## config.mk

```make
export PLATFORM = sky130hd
export DESIGN_NAME = scale_rr_sched
export DESIGN_NICKNAME = d
export VERILOG_FILES = /design/src/rtl/scale_pkg.sv /design/src/rtl/rr_arbiter.sv /design/src/rtl/scale_rr_sched.sv
export SDC_FILE = /design/constraint.sdc
export NUM_CORES = 1
export LEC_CHECK = 0
export CORE_MARGIN = 2
export CORE_UTILIZATION = 42
export DETAILED_ROUTE_END_ITERATION = 8
export PLACE_DENSITY = 0.76
export SKIP_CTS_REPAIR_TIMING = 1
export SLEW_MARGIN = 20
export SYNTH_ARGS = -nofsm -noshare
export SYNTH_HDL_FRONTEND = slang
export SYNTH_SLANG_ARGS = --single-unit
```

## constraint.sdc

```tcl
create_clock -name clk -period 3.3 [get_ports clk]
set_clock_uncertainty 0.05 [all_clocks]
set_input_delay 0.99 -clock clk [delete_from_list [all_inputs] [get_ports clk]]
set_output_delay 0.99 -clock clk [all_outputs]
set_load 0.03 [all_outputs]
```

## src/rtl/scale_pkg.sv

```systemverilog
// Shared types and constants for the round-robin constant-scaling scheduler.
// Imported by the scheduler top level.
package scale_pkg;

    // Result width growth needed to hold op*8 without truncation.
    localparam int SCALE_OW_EXTRA = 3;

    typedef enum logic [1:0] {
        PH_X1 = 2'd0,
        PH_X3 = 2'd1,
        PH_X7 = 2'd2,
        PH_X8 = 2'd3
    } phase_e;

    typedef enum logic {
        ST_IDLE = 1'b0,
        ST_RUN  = 1'b1
    } state_e;

endpackage

```

## src/rtl/rr_arbiter.sv

```systemverilog
// Combinational round-robin arbiter: picks the first set request at or after ptr_i,
// wrapping circularly, and returns it both one-hot and encoded.
module rr_arbiter #(
    parameter  int N  = 4,
    localparam int IW = (N > 1) ? $clog2(N) : 1
) (
    input  logic [N-1:0]  req_i,
    input  logic [IW-1:0] ptr_i,
    output logic [N-1:0]  grant_oh_o,
    output logic [IW-1:0] grant_idx_o
);

    function automatic logic [IW-1:0] rot(input logic [IW-1:0] p, input int k);
        int s;
        s = int'(p) + k;
        if (s >= N) s = s - N;
        return IW'(s);
    endfunction

    // rot_idx[k] is the requester examined k-th in the circular search.
    logic [IW-1:0] rot_idx [N];
    logic          found;

    for (genvar gi = 0; gi < N; gi++) begin : g_rot
        assign rot_idx[gi] = rot(ptr_i, gi);
    end

    always_comb begin
        grant_oh_o  = '0;
        grant_idx_o = '0;
        found       = 1'b0;
        for (int k = 0; k < N; k++) begin
            if (!found && req_i[rot_idx[k]]) begin
                grant_oh_o[rot_idx[k]] = 1'b1;
                grant_idx_o            = rot_idx[k];
                found                  = 1'b1;
            end
        end
    end

endmodule

```

## src/rtl/scale_rr_sched.sv

```systemverilog
// Round-robin scheduler sharing one 4-phase x1/x3/x7/x8 scaling datapath among
// N_REQ requesters; results stream out tagged with requester ID and phase.
module scale_rr_sched
    import scale_pkg::*;
#(
    parameter  int N_REQ = 4,
    parameter  int DW    = 8,
    localparam int IDW   = $clog2(N_REQ),
    localparam int OW    = DW + SCALE_OW_EXTRA
) (
    input  logic                clk,
    input  logic                rst,
    input  logic [N_REQ-1:0]    req_valid,
    input  logic [N_REQ*DW-1:0] req_data,
    output logic [N_REQ-1:0]    req_ready,
    output logic                res_valid,
    input  logic                res_ready,
    output logic [OW-1:0]       res_data,
    output logic [IDW-1:0]      res_id,
    output logic [1:0]          res_phase,
    output logic                busy
);

    state_e         state_q;
    phase_e         res_phase_q;
    logic [IDW-1:0] rr_ptr_q;
    logic [IDW-1:0] rr_ptr_d;
    logic [DW-1:0]  op_q;
    logic           res_valid_q;
    logic [OW-1:0]  res_data_q;
    logic [IDW-1:0] res_id_q;
    logic           busy_q;

    logic [N_REQ-1:0] grant_oh;
    logic [IDW-1:0]   grant_idx;
    logic             accept;
    logic [DW-1:0]    sel_data;
    logic [OW-1:0]    op_ext;
    logic [OW-1:0]    op_x3;
    logic [OW-1:0]    op_x7;
    logic [OW-1:0]    op_x8;

    rr_arbiter #(.N(N_REQ)) u_arb (
        .req_i       (req_valid),
        .ptr_i       (rr_ptr_q),
        .grant_oh_o  (grant_oh),
        .grant_idx_o (grant_idx)
    );

    assign req_ready = (state_q == ST_IDLE) ? grant_oh : '0;
    assign accept    = (state_q == ST_IDLE) && (|grant_oh);
    // Only the granted lane is selected, so garbage on other lanes never reaches op_q.
    assign sel_data  = req_data[int'(grant_idx) * DW +: DW];
    assign rr_ptr_d  = (grant_idx == IDW'(N_REQ - 1)) ? '0 : grant_idx + IDW'(1);

    // Shift-add scaling of the latched operand at full result width.
    assign op_ext = OW'(op_q);
    assign op_x8  = op_ext << 3;
    assign op_x3  = op_ext + (op_ext << 1);
    assign op_x7  = op_x8 - op_ext;

    always_ff @(posedge clk or negedge rst) begin
        if (!rst) begin
            state_q     <= ST_IDLE;
            rr_ptr_q    <= '0;
            op_q        <= '0;
            res_valid_q <= 1'b0;
            res_data_q  <= '0;
            res_id_q    <= '0;
            res_phase_q <= PH_X1;
            busy_q      <= 1'b0;
        end else begin
            case (state_q)
                ST_IDLE: begin
                    if (accept) begin
                        op_q        <= sel_data;
                        res_id_q    <= grant_idx;
                        rr_ptr_q    <= rr_ptr_d;
                        state_q     <= ST_RUN;
                        busy_q      <= 1'b1;
                        res_valid_q <= 1'b1;
                        res_phase_q <= PH_X1;
                        res_data_q  <= OW'(sel_data);
                    end
                end
                ST_RUN: begin
                    if (res_ready) begin
                        case (res_phase_q)
                            PH_X1: begin
                                res_phase_q <= PH_X3;
                                res_data_q  <= op_x3;
                            end
                            PH_X3: begin
                                res_phase_q <= PH_X7;
                                res_data_q  <= op_x7;
                            end
                            PH_X7: begin
                                res_phase_q <= PH_X8;
                                res_data_q  <= op_x8;
                            end
                            PH_X8: begin
                                res_valid_q <= 1'b0;
                                state_q     <= ST_IDLE;
                                busy_q      <= 1'b0;
                            end
                        endcase
                    end
                end
            endcase
        end
    end

    assign res_valid = res_valid_q;
    assign res_data  = res_data_q;
    assign res_id    = res_id_q;
    assign res_phase = res_phase_q;
    assign busy      = busy_q;

endmodule

```

; Word level (Yosys, flattened, before mapping)
; Cells that the tools add are included.
[op_classes]
n_reduce_logical = 16
add_sub_neg = 10
n_div = 0
n_eq_ne = 8
n_shift = 1
n_mul = 0
order_cmp = 12
mux = 49
bitwise = 4
[op_table]
columns = op, count
row1 = case mux 11 bit (3 select lines), 1
row2 = variable part select 32 x 6 -> 8 bit, 1
row3 = two-way mux 11 bit, 2
row4 = two-way mux 2 bit, 11
row5 = case mux 11 bit (2 select lines), 1
row6 = two-way mux 4 bit, 5
row7 = two-way mux 1 bit, 17
row8 = "less-than comparator 2 x 3 -> 1 bit, second input constant", 4
row9 = bitwise OR 4 bit, 3
row10 = subtractor 11 x 8 -> 11 bit, 1
row11 = adder 8 x 9 -> 10 bit, 1
row12 = ">= comparator 3 bit, second input constant", 3
row13 = binary-select mux 1 bit (select 2 bit), 4
row14 = demux 1 bit (select 2 bit), 4
row15 = ">= comparator 2 x 1 -> 1 bit, second input constant", 4
row16 = logical AND 1 bit, 8
row17 = "subtractor 2 x 1 -> 2 bit, second input constant", 4
row18 = "adder 2 x 2 -> 3 bit, second input constant", 2
row19 = "== test 2 bit, second input constant", 3
row20 = case mux 2 bit (3 select lines), 1
row21 = AND reduction 3 bit, 2
row22 = "!= test 2 bit, second input constant", 2
row23 = "!= test 4 x 1 -> 1 bit, second input constant", 1
row24 = case mux 1 bit (2 select lines), 2
row25 = 11 further kinds, 13
[word_totals]
elab_cells = 107
mem_bits_rw = 0
latchBits = 0
memories = 0
rom_bits = 0
out_inout_bits = 21
regBits = 27

; Depth between registers and ports, before layout
; Gate-level depths: netlist of run 1.
[logic_depth]
depth_word = 18
depth_mapped = 14
mapped_depth_nobuf = 10

; Modules after synthesis
; From an unflattened synthesis of run 1, not the netlist that was laid out.
[hier_totals]
cells_unflattened = 292
area_unflattened_um2 = 2748.9
[by_module_without_submodules]
columns = module, area_per_inst_um2, cells_per_inst, n_inst
row1 = scale_rr_sched, 2329.7, 246, 1
row2 = rr_arbiter, 419.2, 46, 1

; Worst setup path after synthesis of run 1
; Ideal clock, no wire load.
[synth_path]
path_kind = reg-to-output
startpoint = register rr_ptr_q[0]
endpoint = output port req_ready[1]
t_required_ps = 2260
path_stages_with_launch = 11
path_buffers = 3
setup_slack_ps = -574
arrival_ps = 2834
path_cell_list = dfrtp_1 buf_6 buf_2 inv_2 ha_1 buf_2 or3b_2 a2111o_1 nand2_1 a221oi_1 nor2_1
[synth_via]
elab_chain_len = 15
word_cells_on_any_way = 60
cone_classes = add/sub: 7 / order compare: 12 / mux: 28 / bitwise: 3 / reduce/logical: 10
[synth_rtl]
columns = item, line
row1 = from (decl), scale_rr_sched.sv:26  ; logic [IDW-1:0] rr_ptr_q;
row2 = from (signal assigned), scale_rr_sched.sv:78  ; rr_ptr_q <= rr_ptr_d;
row3 = "parallel branches: the longest is 13 deep, another holds adder 2 x 1 -> 3 bit", -
row4 = two-way mux 4 bit *, rr_arbiter.sv:33  ; if (!found && req_i[rot_idx[k]]) begin
row5 = two-way mux 4 bit *, scale_rr_sched.sv:50  ; assign req_ready = (state_q == ST_IDLE) ? grant_oh : '0;
row6 = to (decl), scale_rr_sched.sv:15  ; output logic [N_REQ-1:0] req_ready,
; Every way passes the cells marked *. The select of a mux whose other input is x is not followed.

; Final worst setup path of run 1
[layout_path]
startpoint = input port req_valid[0]
endpoint = output port req_ready[0]
[layout_via]
elab_chain_len = 13
word_cells_on_any_way = 25
cone_classes = mux: 16 / bitwise: 3 / reduce/logical: 6
[layout_rtl]
columns = item, line
row1 = from (decl), scale_rr_sched.sv:13  ; input logic [N_REQ-1:0] req_valid,
row2 = binary-select mux 1 bit (select 2 bit), rr_arbiter.sv:33
row3 = two-way mux 1 bit (implied by the code), rr_arbiter.sv:33
row4 = two-way mux 1 bit, rr_arbiter.sv:33
row5 = zero test 1 bit, rr_arbiter.sv:33
row6 = logical AND 1 bit, rr_arbiter.sv:33
row7 = two-way mux 1 bit, rr_arbiter.sv:33
row8 = zero test 1 bit, rr_arbiter.sv:33
row9 = logical AND 1 bit, rr_arbiter.sv:33
row10 = two-way mux 1 bit, rr_arbiter.sv:33
row11 = zero test 1 bit, rr_arbiter.sv:33
row12 = logical AND 1 bit, rr_arbiter.sv:33
row13 = two-way mux 4 bit *, rr_arbiter.sv:33
row14 = two-way mux 4 bit *, scale_rr_sched.sv:50
; Every way passes the cells marked *; elsewhere a longest branch is shown, timed or not. The select of a mux whose other input is x is not followed.

==> flow_metrics.py, run 1 <==
metrics = {
    "floorplanning": {
        "row_count": 29,
        "die_area_sq_um": 7077,
        "coreArea_sq_um": 6277,
        "die-width_um": 84.13,
        "fp.dieH_um": 84.13,
        "initial_core_util": 0.4295,
        "ios": 60,
    },
    "placement": {
        "post-dp-hpwl_um": 5379,
        "port_buffers": 59,
        "routabilityCongestion": 0.8946,
        "dp_slack_ns": -0.6439,
    },
    "clocking": {
        "cts_inserted_buffers": 3,
        "cts.root.buffer_cell": "clkbuf_8",
        "clkLatencyLatePin_ns": 0.29,
        "clockBufferDepth": 2,
        "clock-sinks": 27,
        "cts_htree_levels": 1,
        "clkTransAtPathRegs_ns": 0.10,
        "tritoncts": "done",
    },
    "critical_path": {
        "worstPathMaxFanout": 8,
        "critical_path.top_delay_family": "simple AND/OR/NAND/NOR gates",
        "cp_data_arrival_time_ns": 2.45,
        "slowest_stage": "a2111o_1",
        "r2r_cells": 9,
        "path_class": "input port to output pin",
        "required_ns": 2.26,
        "crit_path_cell_trace": "buf_8, or3b_4, a2111o_1, nand2_4, a221oi_4, nor2_4, buf_6",
        "worstSetupStartpointType": "input port",
        "crit_buf_inv": 2,
        "slowest_delay_ns": 0.48,
        "cp-end-kind": "output pin",
        "cp.depth": 7,
    },
    "route": {
        "route.detailed.wl_per_inst_um": 16.06,
        "vias": 2671,
        "wl_met2_um": 3703,
        "ant_nets": 0,
        "firstDrtPassIters": 4,
        "wirelength_um": 7562,
        "dr.max_layer_used": "met4",
        "drt_iter0_drc": 139,
        "dr_wl_met3_um": 366,
        "viasPerCell": 5.671,
        "m1WireLength_um": 3405,
        "drc": 0,
    },
    "final_layout": {
        "drive_gt1_frac": 0.2360,
        "syn2layout_area_growth_pct": 45.10,
        "fin_nets": 462,
        "n_antenna_cell": 0,
    },
    "worst_hold_path": {
        "hp-class": "flop to flop",
        "holdPathStages": 1,
    },
    "status": {
        "violations": "negative setup slack",
        "outcome": "complete, but fails checks",
    },
    "timing": {
        "period_share": 1.057,
        "slew_violations": 0,
        "worst_pin_slew_ns": 0.6765,
        "holdWs_ns": 0.4580,
        "relSlewSlack": 0.5490,
        "setup_violations": 4,
        "max_freq_mhz": 286.8,
        "rsz0062_at_grt": "yes",
        "worst_slack_ns": -0.1871,
        "finalHoldViolCount": 0,
        "period_needed_ns": 3.487,
    },
    "logic_synthesis": {
        "synth_nets": 369,
        "synthCells": 302,
        "synth-edff-count": 0,
        "ys_ff_latch": 27,
        "synthDistinctLibCells": 51,
        "ys_seq_area_frac": 0.2506,
        "synthFlopType": "dfrtp_1",
        "syn-mean-instance-area_sq_um": 8.928,
        "yosysWarnings": 0,
        "syn-cell-area_sq_um": 2696,
        "async_reset_ff_frac": 1.000,
    },
    "global_routing": {
        "gr-usage-all-layers": 0.2041,
        "gr-total-overflow": 0,
        "grt_first_pass_wirelength_um": 12030,
        "grt_max_degree": 28,
        "first_global_vias": 2551,
        "grt_antenna_before_repair": 0,
    },
    "power_and_ir_drop": {
        "max-vdd-ir-drop_v": 0.0006324,
        "power.density_nw_per_um2": 1189,
        "leakagePower_uw": 0.001667,
    },
    "flow_run": {
        "max_cap_viol_count": 0,
    },
}
routing by layer:
metal	track usage	vias to the layer above
met5	0	-
met3	0.03759	16
met4	0.02639	0
met2	0.3550	80
li1	-	1302
met1	0.2718	1273
cells in the mapped netlist, drive strengths merged (4+ instances only):
library cell,count,share of area
a31oi,9,0.021
mux4,10,0.095
nand4,9,0.021
o22ai,4,0.0093
mux2,7,0.029
nand2b,4,0.0093
clkbuf,8,0.011
xnor2,8,0.026
o21ai,22,0.041
nor2,13,0.018
nand2,45,0.063
inv,22,0.031
ha,27,0.13
nor3,7,0.013
buf,9,0.021
dfrtp,27,0.25
mux2i,8,0.030
a211oi,4,0.011
a221oi,4,0.013
xor2,5,0.016
a21oi,13,0.024
worst paths after layout:
check,endpoint,startpoint,slack [ns]
hold / removal,res_data[1],res_data[1],0.46
setup reg to reg,res_data[1],rr_ptr_q[0],0.09
max in group asynchronous,rr_ptr_q[0],rst,1.87
min in group asynchronous,state_q,rst,1.03
hold reg to reg,res_data[1],res_data[1],0.46
setup / recovery,req_ready[0],req_valid[0],-0.19
registers in the layout, indices dropped and copies added (netlist names):
| signal | flops |
|---|---|
| res_phase | 2 |
| state_q | 1 |
| rr_ptr_q | 2 |
| res_data | 11 |
| res_valid | 1 |
| op_q | 8 |
| res_id | 2 |
power by group:
group	switching [uW]	internal (uW)	total, uW
clock	120	86.2	206
combinational	1950	1840	3780
sequential	166	498	665
total	2230	2420	4650
cell usage in the layout (no fill, tap or decap), types with 2 or more instances in the layout:
master | synthesis | final
clkdlybuf4s50_1 | 0 | 51
nand2_1 | 45 | 43
buf_4 | 2 | 40
ha_1 | 27 | 26
dfrtp_1 | 27 | 26
o21ai_0 | 22 | 21
inv_1 | 21 | 20
a21oi_1 | 13 | 13
nor2_1 | 13 | 9
nand4_1 | 9 | 9
mux2i_1 | 8 | 8
a31oi_1 | 9 | 8
xnor2_1 | 8 | 8
buf_6 | 1 | 8
nor3_1 | 7 | 7
mux4_2 | 2 | 7
xor2_1 | 5 | 5
a221oi_4 | 0 | 4
nor2_4 | 0 | 4
a211oi_1 | 4 | 4
o22ai_1 | 4 | 4
nand2b_1 | 4 | 4
mux4_1 | 8 | 4
mux2_2 | 4 | 3
a21o_1 | 3 | 3
mux2_4 | 0 | 3
clkbuf_8 | 0 | 3
buf_8 | 0 | 3
and3b_1 | 2 | 2
nand3b_1 | 2 | 2
a41oi_2 | 1 | 2
nor3b_1 | 2 | 2
a31o_2 | 2 | 2
nor2b_1 | 2 | 2
o221ai_1 | 2 | 2
o31ai_1 | 2 | 2
a22oi_1 | 3 | 2
a22o_1 | 2 | 2
buf_12 | 0 | 2
cell type report:
type	count	area [sq um]
well taps	77	96.34
inverters	22	90.09
clock buffers	3	41.29
flip-flops and latches	27	676.9
clock inverters	1	7.507
fillers	498	2365
repair buffers	104	985.9
multi-input cells	237	2014
kinds of logic (layout without fill, tap and decap cells):
family | after synthesis | count (layout) | share of synthesized area
AO/OA/AOI/OAI | 79 | 79 | 0.1991
AND/OR/NAND/NOR | 91 | 91 | 0.1592
adder cells (fa/ha/maj) | 28 | 28 | 0.1327
buffers and inverters | 39 | 130 | 0.06264
XOR/XNOR | 13 | 13 | 0.04223
multiplexers | 25 | 26 | 0.1536
flip-flops | 27 | 27 | 0.2506
metrics by stage:
step | total power [uW] | utilization | TNS [ns] | cell area, sq um | instances
final | 4653 | 0.6233 | -0.7172 | 3913 | 471
after global placement | 4063 | 0.5842 | -11.50 | 3667 | 452
after detailed placement | 4136 | 0.5842 | -12.47 | 3667 | 452
after CTS | 4363 | 0.5920 | -5.325 | 3716 | 456
after global routing | 5024 | 0.6233 | -0.8936 | 3913 | 471
after floorplan | 3109 | - | -0.4175 | 2828 | 302
Note: power is estimated with default switching activity, not from simulation.
==> inputs of run 2 (changes only) <==
--- a/config.mk
+++ b/config.mk
@@ -6,9 +6,10 @@
 export NUM_CORES = 1
 export LEC_CHECK = 0
 export CORE_MARGIN = 2
-export CORE_UTILIZATION = 42
+export CORE_UTILIZATION = 30
 export DETAILED_ROUTE_END_ITERATION = 8
-export PLACE_DENSITY = 0.76
+export HOLD_SLACK_MARGIN = 0.06
+export PLACE_DENSITY = 0.59
 export SKIP_CTS_REPAIR_TIMING = 1
 export SLEW_MARGIN = 20
 export SYNTH_ARGS = -nofsm -noshare
==> run 2 against run 1 <==
  * The run still ends with negative setup slack left
  * Non-clock buffer count fell by 7
  * Register-to-register slack got worse by 0.13 ns
  * Power fell by 3.4%
  * Sequential power rose by 1%
  * Cell count rose by 5.1%
  * Maximum frequency barely moved
  * Sequential share of layout area rose by 0.17 points
  * Critical endpoint is now req_ready[1]
  * Largest power group unchanged
==> flow_metrics.py, run 2 (same netlist as run 1, synthesis figures left out) <==
metrics = {
    "status": {
        "outcome": "complete, but fails checks",
        "violations": "negative setup slack",
    },
    "final_layout": {
        "fillerInstances": 836,
        "syn2layout_area_growth_pct": 43.71,
        "multi_input_area_sq_um": 2001,
        "drive_gt1_frac": 0.2145,
        "n_antenna_cell": 0,
        "final_common_cell": "clkdlybuf4s50_1",
        "ff_latch_area_sq_um": 676.9,
        "fin_area_sq_um": 3875,
        "layout_common_cells": "clkdlybuf4s50_1, nand2_1, buf_4",
        "fin_util": 0.4443,
        "fin_nets": 455,
        "largest_reg_flops": 11,
    },
    "clocking": {
        "cts_inserted_buffers": 3,
        "clock-sinks": 27,
        "clockBufferDepth": 2,
        "cts.root.buffer_cell": "clkbuf_8",
        "cts_htree_levels": 1,
        "tritoncts": "done",
        "clkTransAtPathRegs_ns": 0.10,
        "clkLatencyLatePin_ns": 0.28,
    },
    "global_routing": {
        "grt_first_pass_wirelength_um": 12210,
        "first_global_vias": 2491,
        "gr-usage-all-layers": 0.1523,
        "gr-total-overflow": 0,
        "grt_max_degree": 28,
        "grt_antenna_before_repair": 0,
    },
    "floorplanning": {
        "fp.dieH_um": 98.81,
        "die_area_sq_um": 9762,
        "ios": 60,
        "die-width_um": 98.81,
        "coreArea_sq_um": 8721,
        "initial_core_util": 0.3092,
        "row_count": 34,
    },
    "placement": {
        "dp_slack_ns": -0.6610,
        "port_buffers": 59,
        "post_dp_cell_area_sq_um": 3714,
        "routabilityCongestion": 0.8389,
        "post-dp-hpwl_um": 5663,
    },
    "critical_path": {
        "r2r_cells": 9,
        "worstSetupStartpointType": "input port",
        "r2r_start": "rr_ptr_q[0]",
        "cp-end-kind": "output pin",
        "worstPathMaxFanout": 7,
        "cp_data_arrival_time_ns": 2.45,
        "timing.rr.end": "res_data[0]",
        "required_ns": 2.26,
        "r2r_slack_ns": -0.04,
        "path_class": "input port to output pin",
    },
    "power_and_ir_drop": {
        "power_frac_clock": 0.045,
        "switching_share": 0.4836,
        "power.density_nw_per_um2": 1160,
        "leakagePower_uw": 0.001626,
        "seqPwrFrac": 0.149,
        "p_int_uw": 2322,
        "max-vdd-ir-drop_v": 0.0004614,
        "switchingPower_uw": 2175,
        "p_comb_frac": 0.805,
        "power_uw": 4496,
    },
    "worst_hold_path": {
        "hold_path_end": "res_data[1]",
        "min-delay-start": "res_data[1]",
        "hp-class": "flop to flop",
        "holdPathStages": 1,
    },
    "timing": {
        "rsz0062_at_grt": "yes",
        "period_share": 1.057,
        "period_needed_ns": 3.489,
        "slew_violations": 0,
        "relSlewSlack": 0.5594,
        "max_freq_mhz": 286.6,
        "worst_slack_ns": -0.1886,
        "worst_pin_slew_ns": 0.6609,
        "finalHoldViolCount": 0,
        "setup_violations": 6,
    },
    "route": {
        "viasPerCell": 5.190,
        "ant_nets": 0,
        "route.detailed.wl_per_inst_um": 15.14,
        "firstDrtPassIters": 6,
        "drt_iter0_drc": 145,
        "drc": 0,
        "vias": 2569,
        "wirelength_um": 7493,
    },
    "flow_run": {
        "max_cap_viol_count": 0,
    },
}
-- run 2: cell types whose count changed in the layout (fill, tap and decap cells not counted) --
cell / change
clkbuf_1: +1
buf_6: +1
clkinvlp_4: -1
mux2_1: +1
buf_8: -3
a31oi_1: +1
buf_4: -6
mux2_4: -2
mux2_2: +1
a31oi_2: -1
buf_12: +1
-- run 2: area by class of cell --
type	count	share of cell area
multi-input combinational	237	0.5163
timing repair buffer	97	0.2393
sequential	27	0.1747
tap	108	0.03487
inverter	22	0.02325
clock buffer	4	0.01162
-- run 2: critical path, cell delays in order --
cell and delay, ns:
buf_12 0.11, or3b_4 0.36, a2111o_1 0.48, nand2_4 0.16
a221oi_4 0.10, nor2_4 0.11, buf_6 0.14
-- run 2: worst max-delay path by stage --
stage	from	to	slack, ns	cells past startpoint
floorplan	rr_ptr_q[0]	req_ready[1]	-0.07	10
global placement	req_valid[0]	req_ready[1]	-0.63	7
detailed placement	req_valid[0]	req_ready[1]	-0.66	7
CTS	req_valid[0]	req_ready[1]	-0.67	7
global route	req_valid[0]	req_ready[1]	-0.22	7
finish	req_valid[0]	req_ready[1]	-0.19	7
-- run 2: metal layers --
| metal | wire length [um] | GRT usage | vias up |
|---|---|---|---|
| met4 | 63 | 0.02740 | 0 |
| met2 | 3498 | 0.2573 | 70 |
| li1 | - | - | 1286 |
| met1 | 3545 | 0.2051 | 1209 |
| met5 | 0 | 0 | - |
| met3 | 386 | 0.02908 | 4 |
-- run 2: per-stage QoR --
stage	TNS (ns)	hold WS (ns)	cells
floorplan	-0.4175	0.5426	302
global placement	-12.86	0.4368	484
detailed placement	-13.82	0.4388	484
CTS	-6.357	0.4626	488
global route	-1.140	0.4801	495
finish	-0.8297	0.4536	495
-- run 2: power groups by stage --
stage / logic [uW] / clock network [uW] / registers, uW
after global routing: 3980 / 223 / 704
after CTS: 3500 / 210 / 673
final: 3620 / 203 / 672
after detailed placement: 3490 / 0 / 678
after floorplan: 2290 / 0 / 819
after global placement: 3460 / 0 / 675
